`src/rtl/mastermind_pkg.sv`:
```
// mastermind_pkg: shared sizes, color codes and scorer state encoding
package mastermind_pkg;
  localparam int NPOS  = 4;
  localparam int CW    = 3;
  localparam int NHIST = 6;
  localparam int IW    = 3;
  localparam int CNTW  = 3;
  typedef enum logic [CW-1:0] {
    COL_0, COL_1, COL_2, COL_3, COL_4, COL_5, COL_6, COL_7
  } color_e;
  typedef enum logic [2:0] {
    S_IDLE, S_EXACT, S_PARTIAL, S_WRITE, S_DONE
  } state_e;
endpackage

```
`src/rtl/mastermind_hist_ram.sv`:
```
// mastermind_hist_ram: per-game guess history, sync write, valid-gated comb read
module mastermind_hist_ram #(
  parameter int NHIST = 6,
  parameter int EW    = 18,
  parameter int AW    = 3
) (
  input  logic             Clk,
  input  logic             Reset_n,
  input  logic             clr,
  input  logic             we,
  input  logic [AW-1:0]    waddr,
  input  logic [EW-1:0]    wdata,
  input  logic [AW-1:0]    raddr,
  output logic [EW-1:0]    rdata,
  output logic [NHIST-1:0] valid
);
  localparam logic [AW-1:0] LIM = AW'(NHIST);
  logic [EW-1:0]    mem_q [NHIST];
  logic [EW-1:0]    mem_d [NHIST];
  logic [NHIST-1:0] valid_q, valid_d;
  logic             wr;
  // next contents: clear wins, out-of-range slots are never written
  always_comb begin
    wr = we && !clr && (waddr < LIM);
    mem_d = mem_q;
    valid_d = clr ? '0 : valid_q;
    if (wr) begin
      mem_d[waddr] = wdata;
      valid_d[waddr] = 1'b1;
    end
  end
  // data array carries no reset; reads are gated by the valid flags
  always_ff @(posedge Clk) mem_q <= mem_d;
  // valid flags
  always_ff @(posedge Clk or negedge Reset_n)
    if (!Reset_n) valid_q <= '0;
    else valid_q <= valid_d;
  assign valid = valid_q;
  assign rdata = (raddr < LIM && valid_q[raddr]) ? mem_q[raddr] : '0;
endmodule

```
`src/rtl/mastermind_scorer.sv`:
```
// mastermind_scorer: sequential Mastermind scoring FSM with guess history
module mastermind_scorer #(
  parameter int NPOS  = mastermind_pkg::NPOS,
  parameter int CW    = mastermind_pkg::CW,
  parameter int NHIST = mastermind_pkg::NHIST
) (
  input  logic                    Clk,
  input  logic                    Reset_n,
  input  logic                    start,
  input  logic                    clear,
  input  logic [NPOS*CW-1:0]      guess,
  input  logic [NPOS*CW-1:0]      target,
  input  logic [2:0]              guess_idx,
  input  logic [2:0]              rd_idx,
  output logic                    busy,
  output logic                    done,
  output logic [2:0]              exact,
  output logic [2:0]              partial,
  output logic                    win,
  output logic [NHIST-1:0]        hist_valid,
  output logic [NPOS*CW-1:0]      rd_guess,
  output logic [2:0]              rd_exact,
  output logic [2:0]              rd_partial
);
  import mastermind_pkg::*;
  localparam int PW = (NPOS > 1) ? $clog2(NPOS) : 1;
  localparam int GW = NPOS * CW;
  localparam int EW = GW + 2 * CNTW;
  localparam logic [PW-1:0]   LAST = PW'(NPOS - 1);
  localparam logic [CNTW-1:0] FULL = CNTW'(NPOS);
  state_e            state_q, state_d;
  logic [GW-1:0]     g_q, g_d, t_q, t_d;
  logic [IW-1:0]     idx_q, idx_d;
  logic [PW-1:0]     i_q, i_d, j_q, j_d;
  logic [CNTW-1:0]   exact_q, exact_d, partial_q, partial_d;
  logic [NPOS-1:0]   gu_q, gu_d, tu_q, tu_d;
  logic              we;
  logic [EW-1:0]     rdata;
  // next state: exact pass over positions, then partial pass over all (i,j) pairs
  always_comb begin
    state_d = state_q;
    g_d = g_q;
    t_d = t_q;
    idx_d = idx_q;
    i_d = i_q;
    j_d = j_q;
    exact_d = exact_q;
    partial_d = partial_q;
    gu_d = gu_q;
    tu_d = tu_q;
    we = 1'b0;
    case (state_q)
      S_IDLE: if (start) begin
        g_d = guess;
        t_d = target;
        idx_d = guess_idx;
        i_d = '0;
        j_d = '0;
        exact_d = '0;
        partial_d = '0;
        gu_d = '0;
        tu_d = '0;
        state_d = S_EXACT;
      end
      S_EXACT: begin
        if (g_q[i_q*CW +: CW] == t_q[i_q*CW +: CW]) begin
          exact_d = exact_q + 1'b1;
          gu_d[i_q] = 1'b1;
          tu_d[i_q] = 1'b1;
        end
        i_d = (i_q == LAST) ? '0 : i_q + 1'b1;
        state_d = (i_q == LAST) ? S_PARTIAL : S_EXACT;
      end
      S_PARTIAL: begin
        if (!gu_q[i_q] && !tu_q[j_q] && g_q[i_q*CW +: CW] == t_q[j_q*CW +: CW]) begin
          partial_d = partial_q + 1'b1;
          gu_d[i_q] = 1'b1;
          tu_d[j_q] = 1'b1;
        end
        j_d = (j_q == LAST) ? '0 : j_q + 1'b1;
        i_d = (j_q == LAST) ? ((i_q == LAST) ? '0 : i_q + 1'b1) : i_q;
        state_d = (j_q == LAST && i_q == LAST) ? S_WRITE : S_PARTIAL;
      end
      S_WRITE: begin
        we = 1'b1;
        state_d = S_DONE;
      end
      S_DONE: state_d = S_IDLE;
      default: state_d = S_IDLE;
    endcase
    if (clear) begin
      state_d = S_IDLE;
      exact_d = '0;
      partial_d = '0;
      gu_d = '0;
      tu_d = '0;
      we = 1'b0;
    end
  end
  // state and datapath registers
  always_ff @(posedge Clk or negedge Reset_n)
    if (!Reset_n) begin
      state_q <= S_IDLE;
      g_q <= '0;
      t_q <= '0;
      idx_q <= '0;
      i_q <= '0;
      j_q <= '0;
      exact_q <= '0;
      partial_q <= '0;
      gu_q <= '0;
      tu_q <= '0;
    end else begin
      state_q <= state_d;
      g_q <= g_d;
      t_q <= t_d;
      idx_q <= idx_d;
      i_q <= i_d;
      j_q <= j_d;
      exact_q <= exact_d;
      partial_q <= partial_d;
      gu_q <= gu_d;
      tu_q <= tu_d;
    end
  mastermind_hist_ram #(.NHIST(NHIST), .EW(EW), .AW(IW)) u_hist (
    .Clk(Clk),
    .Reset_n(Reset_n),
    .clr(clear),
    .we(we),
    .waddr(idx_q),
    .wdata({g_q, exact_q, partial_q}),
    .raddr(rd_idx),
    .rdata(rdata),
    .valid(hist_valid)
  );
  assign busy = state_q inside {S_EXACT, S_PARTIAL, S_WRITE};
  assign done = state_q == S_DONE;
  assign exact = exact_q;
  assign partial = partial_q;
  assign win = exact_q == FULL;
  assign rd_guess = rdata[EW-1 -: GW];
  assign rd_exact = rdata[2*CNTW-1 -: CNTW];
  assign rd_partial = rdata[CNTW-1:0];
endmodule

```
`config.mk`:
```
export PLATFORM = sky130hd
export DESIGN_NAME = mastermind_scorer
export DESIGN_NICKNAME = d
export VERILOG_FILES = /design/src/rtl/mastermind_pkg.sv /design/src/rtl/mastermind_hist_ram.sv /design/src/rtl/mastermind_scorer.sv
export SDC_FILE = /design/constraint.sdc
export NUM_CORES = 1
export LEC_CHECK = 0
export CORE_UTILIZATION = 35
export CTS_BUF_LIST = sky130_fd_sc_hd__clkbuf_16
export CTS_CLUSTER_SIZE = 8
export DETAILED_ROUTE_END_ITERATION = 6
export HOLD_SLACK_MARGIN = 0.05
export SLEW_MARGIN = 20
export SYNTH_ARGS = -nofsm -noshare
export SYNTH_HDL_FRONTEND = slang
export SYNTH_SLANG_ARGS = --single-unit
```
`constraint.sdc`:
```
create_clock -name Clk -period 7.3 [get_ports Clk]
set_clock_uncertainty 0.05 [all_clocks]
set_input_delay 2.19 -clock Clk [delete_from_list [all_inputs] [get_ports Clk]]
set_output_delay 2.19 -clock Clk [all_outputs]
set_load 0.03 [all_outputs]
```
==> Word level (Yosys, flattened, before mapping) <==
Cells that the tools add are included.
{ "word_totals": {"elab_cells": 134, "out_inout_bits": 33, "inputBits": 34, "ff_bits": 162} }
{ "classes": {"order_cmp": 12, "n_addsub": 4, "shifts": 3, "n_eq_ne": 14, "bitwise_logic": 6, "muxes": 50, "reduce_logical": 26, "multipliers": 2} }
{ "ops": {"columns": ["op", "count"], "rows": [
  ["$bwmux 108", 1],
  ["$mux 18", 4],
  ["$bmux 18 s3", 1],
  ["$demux 18 s3", 1],
  ["$shiftx 12x5->3", 3],
  ["$mux 4", 7],
  ["$pmux 4 s3", 2],
  ["$mux 3", 7],
  ["$mux 6", 2],
  ["$or 4x4->4", 3],
  ["$pmux 3 s2", 2],
  ["$pmux 3 s4", 1],
  ["$reduce_bool 3->1", 4],
  ["$logic_and 1x1->1", 10],
  ["$mux 2", 5],
  ["$mux 1", 9],
  ["$ne 3x3->1 const B", 3],
  ["$reduce_and 3->1", 3],
  ["$ge 4x4->1 const B", 2],
  ["$lt 3x4->1 const B", 2],
  ["$mul 2x2->4 const B", 2],
  ["$not 3->4", 2],
  ["$add 3x1->3 const B", 2],
  ["$eq 3x2->1 const B", 2],
  ["other kinds (24)", 37]
]} }

==> Depth between registers and ports, before layout <==
Gate-level depths: netlist of the first run.
{ "depth": {"ltp_word": 8, "depth_mapped": 7, "depth_no_buf": 5} }

==> By module <==
Synthesis of the first run repeated with hierarchy kept, for this count alone.
{ "unflattened": {"hier_cells": 439, "hier_area_um2": 7153.1} }
{ "modules_own_cells": {"columns": ["module", "area_per_inst_um2", "cells_each", "instances", "seq_area_each_um2"], "rows": [
  ["mastermind_hist_ram", 4539.4, 218, 1, 3393.3],
  ["mastermind_scorer", 2613.8, 221, 1, 1201.2]
]} }

==> Worst setup path before layout of the first run <==
OpenSTA, ideal clock, no wires.
{ "synth_timing": {"path_kind": "input port to output port", "from": "in rd_idx[1]", "to": "out rd_guess[1]", "cell_stages": 5, "arrival_time_ns": 3.706, "required_time_ns": 5.060, "setup_slack_ns": 1.354, "n_path_buf": 2, "cell_sequence": "clkbuf_1 > nor2_1 > a22oi_1 > buf_2 > nor2_1"} }
{ "synth_between": {"elab_chain_cells": 5, "elab_cells_between_ends": 9, "classes_between": "order compare: 1; mux: 6; bitwise: 1; reduce/logical: 1"} }
{ "synth_lines": {"columns": ["item", "line_no", "rtl"], "rows": [
  ["start, declared", "mastermind_scorer.sv:14", "input logic [2:0] rd_idx,"],
  ["$not 3->4 (implied by the code)", "mastermind_hist_ram.sv:39", "assign rdata = (raddr < LIM && valid_q[raddr]) ? mem_q[raddr] : '0;"],
  ["$bmux 18 s3", "mastermind_hist_ram.sv:39", null],
  ["$mux 18 (implied by the code) (2 in a row)", "mastermind_hist_ram.sv:39", null],
  ["$mux 18 (*)", "mastermind_hist_ram.sv:39", null],
  ["end, declared", "mastermind_scorer.sv:21", "output logic [NPOS*CW-1:0] rd_guess,"]
]} }
Every way passes the cells marked *; elsewhere a longest branch is shown, timed or not. The select of a mux whose other input is x is not followed.

==> Final worst setup path of the first run <==
Ends and elaborated chain as after synthesis.

==> flow_summary.yaml, run 1 <==
setup_path:
  cp_max_fo: 15
  cp-end-kind: "primary output"
  crit_required_ns: 5.06
  criticalPathCategory: "primary input to primary output"
  crit_path_start: "rd_idx[1]"
  regToRegStartpoint: "i_q[0]$_DFFE_PN0P_"
  start_kind: "primary input"
  arrival_ns: 4.02
outcome:
  status: "finished clean"
global_routing:
  grt_use_total: 0.155
  grt_max_degree: 55
  antenna_found_initial: 0
  grt_pass1_wl_mm: 23.0
  grt_pass1_vias: 4189
  grt-ovfl-total: 0
routing:
  ant_nets: 0
  dr_total_vias: 3950
  avgViaCountPerCell: 5.05
  wl_per_cell_um: 18.6
  first_iter_violations: 215
  drt_first_pass_iters: 5
  drt-total-wl_mm: 14.5
  drcViolationCount: 0
logic_synthesis:
  syn_nets: 470
  synth_common_cells: "edfxtp_1, dfrtp_1, mux2_2"
  synth_top_area_cell: "edfxtp_1"
  synth-seq-area-share: 0.657
  netlist_instances: 425
  synth.avg_cell_area_um2: 16.4
  ys.flop_type: "edfxtp_1"
  synth_area_leaders: "edfxtp_1, dfrtp_1, mux2_2"
  yosysTopAreaCellShare: 0.464
  yosys_warnings: 0
  syn_area_mm2: 0.00699
  synth_cell_types: 43
  async_reset_ff_frac: 0.333
  synth_most_common_cell: "edfxtp_1"
  synth_edf_count: 108
  ys_ff_latch: 162
power:
  power_switching_mw: 0.510
  pwr-share-clk: 0.405
  vdd_ir_drop_max_mv: 0.168
  p_comb_frac: 0.098
  p_per_area_mw_per_mm2: 255
  switching_share: 0.233
  finalPower_mw: 2.19
  p_leak_nw: 3.15
  p_seq_frac: 0.496
  p_int_mw: 1.68
clock_tree:
  cts_root_buf: "clkbuf_16"
  postCtsHoldBufs: 0
  cts_resized: 0
  cts_max_level: 4
  clk_path_buf_depth: 2
  clkSinkCount: 162
  cts_post_setup_buffers_inserted: 0
  numCtsBuffers: 17
  clk_pin_slew_ns: 0.06
  clk_latency_ns: 0.42
  cts_tree: "built"
floorplan:
  rows: 51
  die_h_um: 143
  top_level_ports: 67
  die_area_mm2: 0.0205
  placeableCoreArea_mm2: 0.0195
  start_util: 0.358
  die_w_um: 143
layout:
  antennaDiodeCount: 0
  nets: 549
  instances_no_fill: 782
  drive_gt1_frac: 0.267
  final_area_mm2: 0.00858
  final_core_util: 0.440
  syn2layout_area_growth_pct: 22.8
placed_design:
  numPortBuffers: 66
  postPlaceCellArea_mm2: 0.00799
  dp.final_hpwl_mm: 9.68
  gp_congestion: 0.845
  pre_cts_slack_ns: 1.00
  placed_cells: 750
timing:
  min_period_over_period: 0.858
  fin_tns_setup_ns: 0
  rsz0062_at_grt: "no"
  fin_ws_ns: 1.04
  slew_headroom: 0.548
  holdWs_ns: 0.438
  tightest_slew_ns: 0.678
  period_needed_ns: 6.26
  setup_viol: 0
  final_max_slew_viol_count: 0
  fmax_mhz: 160
  finalHoldViolCount: 0
job:
  maxCapViolations: 0
hold_path:
  hp-class: "register to register"
  hold_path_startpoint: "tu_q[3]$_DFFE_PN0P_"
==> cells in the final DEF, fill, tap and decap left out, types with 3 or more instances in the layout <==
master           synthesis  routed
mux2i_1                  3       3
dfrtp_1                 54      54
nand2_1                 14      14
o21ai_0                  6       6
inv_1                    9      11
buf_12                   0       3
edfxtp_1               108     108
xnor2_1                  6       6
a22oi_1                 19      19
clkbuf_16                0      17
a21o_1                   7       7
clkinvlp_4               0       4
bufinv_16                0       3
clkdlybuf4s50_1          0      46
nand3_1                  4       4
ha_1                    11      11
mux2_2                  45      45
a32o_1                   8       8
mux4_1                   8       8
nor2_1                  32      32
nand2b_1                 5       5
mux4_2                  22      22
a211oi_1                 3       3
nor3_1                   9       7
buf_4                    0      30
and3_1                   5       5
==> state kept, by name, indices dropped and copies added, names as in the netlist <==
register / count
u_hist.valid: 6
g_q: 12
tu_q: 4
gu_q: 4
i_q: 2
partial: 3
u_hist.mem_q: 108
idx_q: 3
exact: 3
t_q: 12
state_q: 3
j_q: 2
==> critical path, stage by stage <==
cell,delay [ns]
clkdlybuf4s50_1,0.63
buf_4,0.32
mux4_2,0.34
a22oi_1,0.28
nor2_1,0.08
buf_4,0.17
==> per-layer routing <==
metal,GRT usage,vias to the layer above,share of wire
met5,0,-,0
met4,0.0633,0,0.015
met3,0.0327,15,0.039
met2,0.260,95,0.51
met1,0.195,2008,0.43
li1,-,1832,-
==> power by group through the flow <==
stage	Combinational [mW]	Sequential, mW	Clock (mW)
CTS	0.219	1.09	0.910
global route	0.236	1.10	0.948
global placement	0.213	1.10	0
detailed placement	0.217	1.11	0
finish	0.216	1.09	0.888
floorplan	0.162	1.08	0
==> path summary, 6_finish.rpt <==
check / to / slack, ns / cells past startpoint
worst min-delay path: tu_q[3]$_DFFE_PN0P_ / 0.44 / 1
worst max-delay path: rd_guess[1] / 1.04 / 6
min in group asynchronous: t_q[10]$_DFFE_PN0P_ / 1.85 / 2
worst max register to register: exact[2]$_DFFE_PN0P_ / 4.72 / 5
max in group asynchronous: partial[1]$_DFFE_PN0P_ / 4.91 / 2
worst min register to register: tu_q[3]$_DFFE_PN0P_ / 0.44 / 1
==> area by class of cell <==
cell class,count,area [um^2]
Clock buffer,17,425
Clock inverter,15,168
Fill cell,1764,10900
Inverter,10,37.5
Multi-Input combinational cell,232,2270
Sequential cell,162,4590
Tap cell,265,332
Timing Repair Buffer,81,756
==> kinds of logic (layout without fill, tap and decap cells) <==
| group | count (synthesis) | in the layout | synth area share |
|---|---|---|---|
| and+or+nand+nor | 85 | 85 | 0.0610 |
| AOI/OAI and AO/OA | 52 | 52 | 0.0568 |
| xor gates and xnor gates | 6 | 6 | 0.00752 |
| buffers and inverters | 31 | 123 | 0.0199 |
| muxes | 78 | 78 | 0.178 |
| DFF | 162 | 162 | 0.657 |
| adders and majority gates | 11 | 11 | 0.0197 |
No activity file was read; power rests on OpenSTA's default activity.
==> run 2: changes to the inputs <==
--- a/config.mk
+++ b/config.mk
@@ -5,6 +5,7 @@
 export SDC_FILE = /design/constraint.sdc
 export NUM_CORES = 1
 export LEC_CHECK = 0
+export CORE_MARGIN = 3
 export CORE_UTILIZATION = 35
 export CTS_BUF_LIST = sky130_fd_sc_hd__clkbuf_16
 export CTS_CLUSTER_SIZE = 8
==> run 2 against run 1 <==
Die area increased by 5.7%; fmax decreased by 0.30%; first-iteration DRC count increased by 22%; via count increased by 0.66%; global-route usage decreased by 1.3 points; largest power group unchanged.
==> flow_summary.yaml, run 2 (synthesized netlist as in run 1, its figures left out) <==
layout:
  reg_top3: "u_hist.mem_q (108), g_q (12), t_q (12)"
  layout_commonest_cell: "edfxtp_1"
  final_area_mm2: 0.00862
  antennaDiodeCount: 0
  register_area_mm2: 0.00459
  drive_gt1_frac: 0.267
  nets: 549
  max_flop_register: "u_hist.mem_q"
  largest_register_ffs: 108
  multi_input_area_mm2: 0.00227
  fillers: 1781
  final_cell_mix: "edfxtp_1, dfrtp_1, clkdlybuf4s50_1, mux2_2, nor2_1"
  syn2layout_area_growth_pct: 23.3
global_routing:
  antenna_found_initial: 0
  grt_pass1_vias: 4120
  grt-ovfl-total: 0
  grt_use_total: 0.142
  grt_max_degree: 55
  grt_pass1_wl_mm: 23.4
timing:
  tightest_slew_ns: 0.710
  final_max_slew_viol_count: 0
  rsz0062_at_grt: "no"
  fin_tns_setup_ns: 0
  period_needed_ns: 6.28
  setup_viol: 0
  slew_headroom: 0.527
  min_period_over_period: 0.861
  fmax_mhz: 159
  finalHoldViolCount: 0
placed_design:
  numPortBuffers: 66
  postPlaceCellArea_mm2: 0.00800
  dp.final_hpwl_mm: 9.77
  gp_congestion: 0.774
setup_path:
  criticalPathCategory: "primary input to primary output"
  cp_top_family: "buffers and inverters"
  arrival_ns: 4.04
  cp_slowest_stage_delay_ns: 0.45
  path_cells: "clkdlybuf4s50_1 > buf_4 > nor2_1 > buf_4 > a22oi_1 > nor2_1 > buf_4"
  slowest_stage: "nor2_1"
  crit_top_cell: "buf_4"
  start_kind: "primary input"
  crit_required_ns: 5.06
  cp-end-kind: "primary output"
  cp_num_buf_inv: 4
  cp_max_fo: 13
routing:
  drcViolationCount: 0
  dr_total_vias: 3976
  drt-total-wl_mm: 14.6
  first_iter_violations: 263
  drt_first_pass_iters: 4
  avgViaCountPerCell: 5.08
  met2WireLength_mm: 7.37
  topRoutingLayerUsed: "met4"
  ant_nets: 0
  wl_per_cell_um: 18.7
  wl_met1_mm: 6.42
  dr_wl_met3_um: 611
clock_tree:
  clkSinkCount: 162
  cts_tree: "built"
  numCtsBuffers: 17
  clk_pin_slew_ns: 0.06
  cts_resized: 0
  cts_post_setup_buffers_inserted: 0
  clk_latency_ns: 0.42
  clk_path_buf_depth: 2
  cts_root_buf: "clkbuf_16"
  cts_max_level: 4
  postCtsHoldBufs: 0
floorplan:
  start_util: 0.358
  placeableCoreArea_mm2: 0.0195
  die_h_um: 147
  die_w_um: 147
  die_area_mm2: 0.0217
  rows: 51
  top_level_ports: 67
job:
  maxCapViolations: 0
outcome:
  status: "finished clean"
power:
  vdd_ir_drop_max_mv: 0.178
  p_per_area_mw_per_mm2: 258
  p_leak_nw: 3.17
hold_path:
  hp-class: "register to register"
## run 2: cell types whose count changed in the layout (fill, tap and decap cells not counted)
cell	change
clkinvlp_4	-1
clkinv_4	-1
buf_4	-1
inv_6	+1
bufinv_16	+1
buf_12	+1
## run 2: through the flow
stage / utilization / cells / hold slack (ns) / power (mW) / worst slack [ns]
detailed placement: 0.410 / 750 / 0.428 / 1.33 / 1.03
global placement: 0.410 / 750 / 0.423 / 1.32 / 1.01
floorplan: - / 425 / 0.408 / 1.24 / 1.35
CTS: 0.441 / 782 / 0.443 / 2.25 / 1.02
finish: 0.441 / 782 / 0.440 / 2.23 / 1.02
global route: 0.441 / 782 / 0.456 / 2.31 / 0.893
## run 2: cell type report
| type | count | share of cell area |
|---|---|---|
| clock inverter | 15 | 0.0221 |
| timing repair buffer | 81 | 0.0891 |
| sequential | 162 | 0.533 |
| tap | 265 | 0.0385 |
| clock buffer | 17 | 0.0494 |
| inverter | 10 | 0.00435 |
| multi-input combinational | 232 | 0.264 |
## run 2: worst paths after layout
path | slack [ns] | to | from | depth (start not counted)
worst max-delay path | 1.02 | rd_partial[1] | rd_idx[1] | 7
worst min-delay path | 0.44 | tu_q[1]$_DFFE_PN0P_ | tu_q[1]$_DFFE_PN0P_ | 1
worst max register to register | 4.72 | exact[2]$_DFFE_PN0P_ | i_q[0]$_DFFE_PN0P_ | 5
worst min register to register | 0.44 | tu_q[1]$_DFFE_PN0P_ | tu_q[1]$_DFFE_PN0P_ | 1
max in group asynchronous | 4.87 | idx_q[0]$_DFFE_PN0P_ | Reset_n | 2
min in group asynchronous | 1.84 | t_q[4]$_DFFE_PN0P_ | Reset_n | 2
## run 2: power by group
group          internal (mW)  switching [mW]
logic                  0.116          0.0981
clock network          0.570           0.354
registers               1.03          0.0579
## run 2: layer usage
layer | global-route usage | up-vias
met4 | 0.0527 | 0
met3 | 0.0324 | 17
met2 | 0.232 | 102
met1 | 0.187 | 2025
met5 | 0 | -
li1 | - | 1832
## run 2: worst register-to-register path, stage by stage, from the launching register on
cell,delay [ns]
dfrtp_1,0.70
mux4_2,0.63
xnor2_1,0.39
a41oi_1,0.33
nand3b_1,0.24
o21ai_0,0.16
==> run 3: changes to the inputs <==
--- a/config.mk
+++ b/config.mk
@@ -5,12 +5,15 @@
 export SDC_FILE = /design/constraint.sdc
 export NUM_CORES = 1
 export LEC_CHECK = 0
+export CELL_PAD_IN_SITES_DETAIL_PLACEMENT = 0
+export CELL_PAD_IN_SITES_GLOBAL_PLACEMENT = 1
 export CORE_MARGIN = 3
 export CORE_UTILIZATION = 35
 export CTS_BUF_LIST = sky130_fd_sc_hd__clkbuf_16
 export CTS_CLUSTER_SIZE = 8
 export DETAILED_ROUTE_END_ITERATION = 6
 export HOLD_SLACK_MARGIN = 0.05
+export PLACE_DENSITY_LB_ADDON = 0.1
 export SLEW_MARGIN = 20
 export SYNTH_ARGS = -nofsm -noshare
 export SYNTH_HDL_FRONTEND = slang
==> constraint.sdc (replaced) <==
create_clock -name Clk -period 6.5 [get_ports Clk]
set_clock_uncertainty 0.05 [all_clocks]
set_input_delay 1.95 -clock Clk [delete_from_list [all_inputs] [get_ports Clk]]
set_output_delay 1.95 -clock Clk [all_outputs]
set_load 0.03 [all_outputs]
==> run 3 against run 2 <==
Utilization is 0.17 points lower; register-to-register slack worse by 0.81 ns; worst setup slack lost 0.27 ns; combinational power is 14% higher; critical path type unchanged; via count decreased by 0.10%; highest routed layer unchanged; clock power grew 10%; wire length up 6.1%; power rose by 12%; die area did not move; non-clock buffer count unchanged; design area shrank 0.39%; first-iteration DRC count is 20% lower.
==> flow_summary.yaml, run 3 (synthesized netlist as in run 1, its figures left out) <==
outcome:
  status: "finished clean"
setup_path:
  cp_top_family: "buffers and inverters"
  crit_path_end: "rd_guess[11]"
  path_cells: "clkdlybuf4s50_1 > buf_4 > nor2_1 > a22oi_1 > buf_4 > nor2_1 > buf_4"
  worst-r2r-cell-count: 5
  cp_max_fo: 19
  reg2reg_slack_ns: 3.91
  cp-end-kind: "primary output"
  criticalPathCategory: "primary input to primary output"
  reg2reg_to: "exact[2]$_DFFE_PN0P_"
  crit_top_cell: "buf_4"
  cp_slowest_stage_delay_ns: 0.49
  cp_num_buf_inv: 4
  crit_path_start: "rd_idx[1]"
  crit_required_ns: 4.50
  worst-path-stages: 7
  regToRegStartpoint: "i_q[0]$_DFFE_PN0P_"
  start_kind: "primary input"
  arrival_ns: 3.76
  slowest_stage: "clkdlybuf4s50_1"
global_routing:
  grt_max_degree: 55
  grt_pass1_vias: 4146
  grt-ovfl-total: 0
  antenna_found_initial: 0
  grt_pass1_wl_mm: 24.9
  grt_use_total: 0.153
routing:
  first_iter_violations: 210
  dr_total_vias: 3972
  wl_per_cell_um: 19.9
  ant_nets: 0
  avgViaCountPerCell: 5.08
  drt_first_pass_iters: 4
  drcViolationCount: 0
  drt-total-wl_mm: 15.5
timing:
  fin_tns_setup_ns: 0
  tightest_slew_ns: 0.764
  finalHoldViolCount: 0
  min_period_over_period: 0.886
  final_max_slew_viol_count: 0
  holdWs_ns: 0.445
  fmax_mhz: 174
  setup_viol: 0
  rsz0062_at_grt: "no"
  period_needed_ns: 5.76
  fin_ws_ns: 0.743
  slew_headroom: 0.491
clock_tree:
  clk_latency_ns: 0.42
  clk_pin_slew_ns: 0.06
  postCtsHoldBufs: 0
  cts_root_buf: "clkbuf_16"
  cts_max_level: 4
  cts_resized: 0
  cts_tree: "built"
  numCtsBuffers: 17
  clk_path_buf_depth: 2
  clkSinkCount: 162
  cts_post_setup_buffers_inserted: 0
placed_design:
  numPortBuffers: 66
  gp_congestion: 0.758
  placed_cells: 750
  pre_cts_slack_ns: 0.735
  dp.final_hpwl_mm: 10.0
layout:
  largest_register_ffs: 108
  layout_commonest_cell: "edfxtp_1"
  instances_no_fill: 782
  drive_gt1_frac: 0.271
  syn2layout_area_growth_pct: 22.8
  max_flop_register: "u_hist.mem_q"
  final_cell_mix: "edfxtp_1, dfrtp_1, clkdlybuf4s50_1, mux2_2, nor2_1"
  nets: 549
  antennaDiodeCount: 0
  reg_top3: "u_hist.mem_q (108), g_q (12), t_q (12)"
floorplan:
  placeableCoreArea_mm2: 0.0195
  die_h_um: 147
  die_w_um: 147
  rows: 51
  die_area_mm2: 0.0217
  start_util: 0.358
  top_level_ports: 67
hold_path:
  hp-class: "register to register"
job:
  maxCapViolations: 0
power:
  p_leak_nw: 3.16
  p_per_area_mw_per_mm2: 290
  vdd_ir_drop_max_mv: 0.190
run 3: cell types whose count changed in the layout (fill, tap and decap cells not counted), sizes merged:
cell	previous run	this run
bufinv	4	3
clkinv	4	6
clkinvlp	3	2
run 3: how the worst min path moves through the flow:
| stage | depth (start not counted) | startpoint | endpoint |
|---|---|---|---|
| 6_report | 1 | gu_q[3]$_DFFE_PN0P_ | gu_q[3]$_DFFE_PN0P_ |
| 3_3_place_gp | 1 | gu_q[0]$_DFFE_PN0P_ | gu_q[0]$_DFFE_PN0P_ |
| 3_5_place_dp | 1 | gu_q[0]$_DFFE_PN0P_ | gu_q[0]$_DFFE_PN0P_ |
| 5_1_grt | 1 | gu_q[1]$_DFFE_PN0P_ | gu_q[1]$_DFFE_PN0P_ |
| 2_1_floorplan | 1 | gu_q[1]$_DFFE_PN0P_ | gu_q[1]$_DFFE_PN0P_ |
| 4_1_cts | 1 | gu_q[0]$_DFFE_PN0P_ | gu_q[0]$_DFFE_PN0P_ |
run 3: stage by stage:
stage                     power (mW)  area (um^2)   util
after floorplan                 1.39         6990      -
after global placement          1.49         7980  0.409
after detailed placement        1.50         7980  0.409
after CTS                       2.53         8590  0.440
after global routing            2.60         8590  0.440
final                           2.49         8590  0.440
run 3: cell type report:
cell class / instances / area [um^2]
clock buffer: 17 / 425
inverter: 10 / 37.5
sequential: 162 / 4590
clock inverter: 15 / 181
fill: 1798 / 10900
multi-input combinational: 232 / 2270
timing repair buffer: 81 / 743
tap: 265 / 332
run 3: power breakdown:
part           internal (mW)  leakage [nW]  switching [mW]
combinational          0.130          1.19           0.113
sequential              1.16          1.68          0.0656
clock                  0.610         0.295           0.413
total                   1.90          3.16           0.593
run 3: metal layers:
metal  vias to the layer above  global-route usage  share of wire
met5                         -                   0              0
met4                         0              0.0508          0.015
met3                        17              0.0324          0.035
met2                        81               0.242           0.48
met1                      2044               0.213           0.47
li1                       1830                   -              -
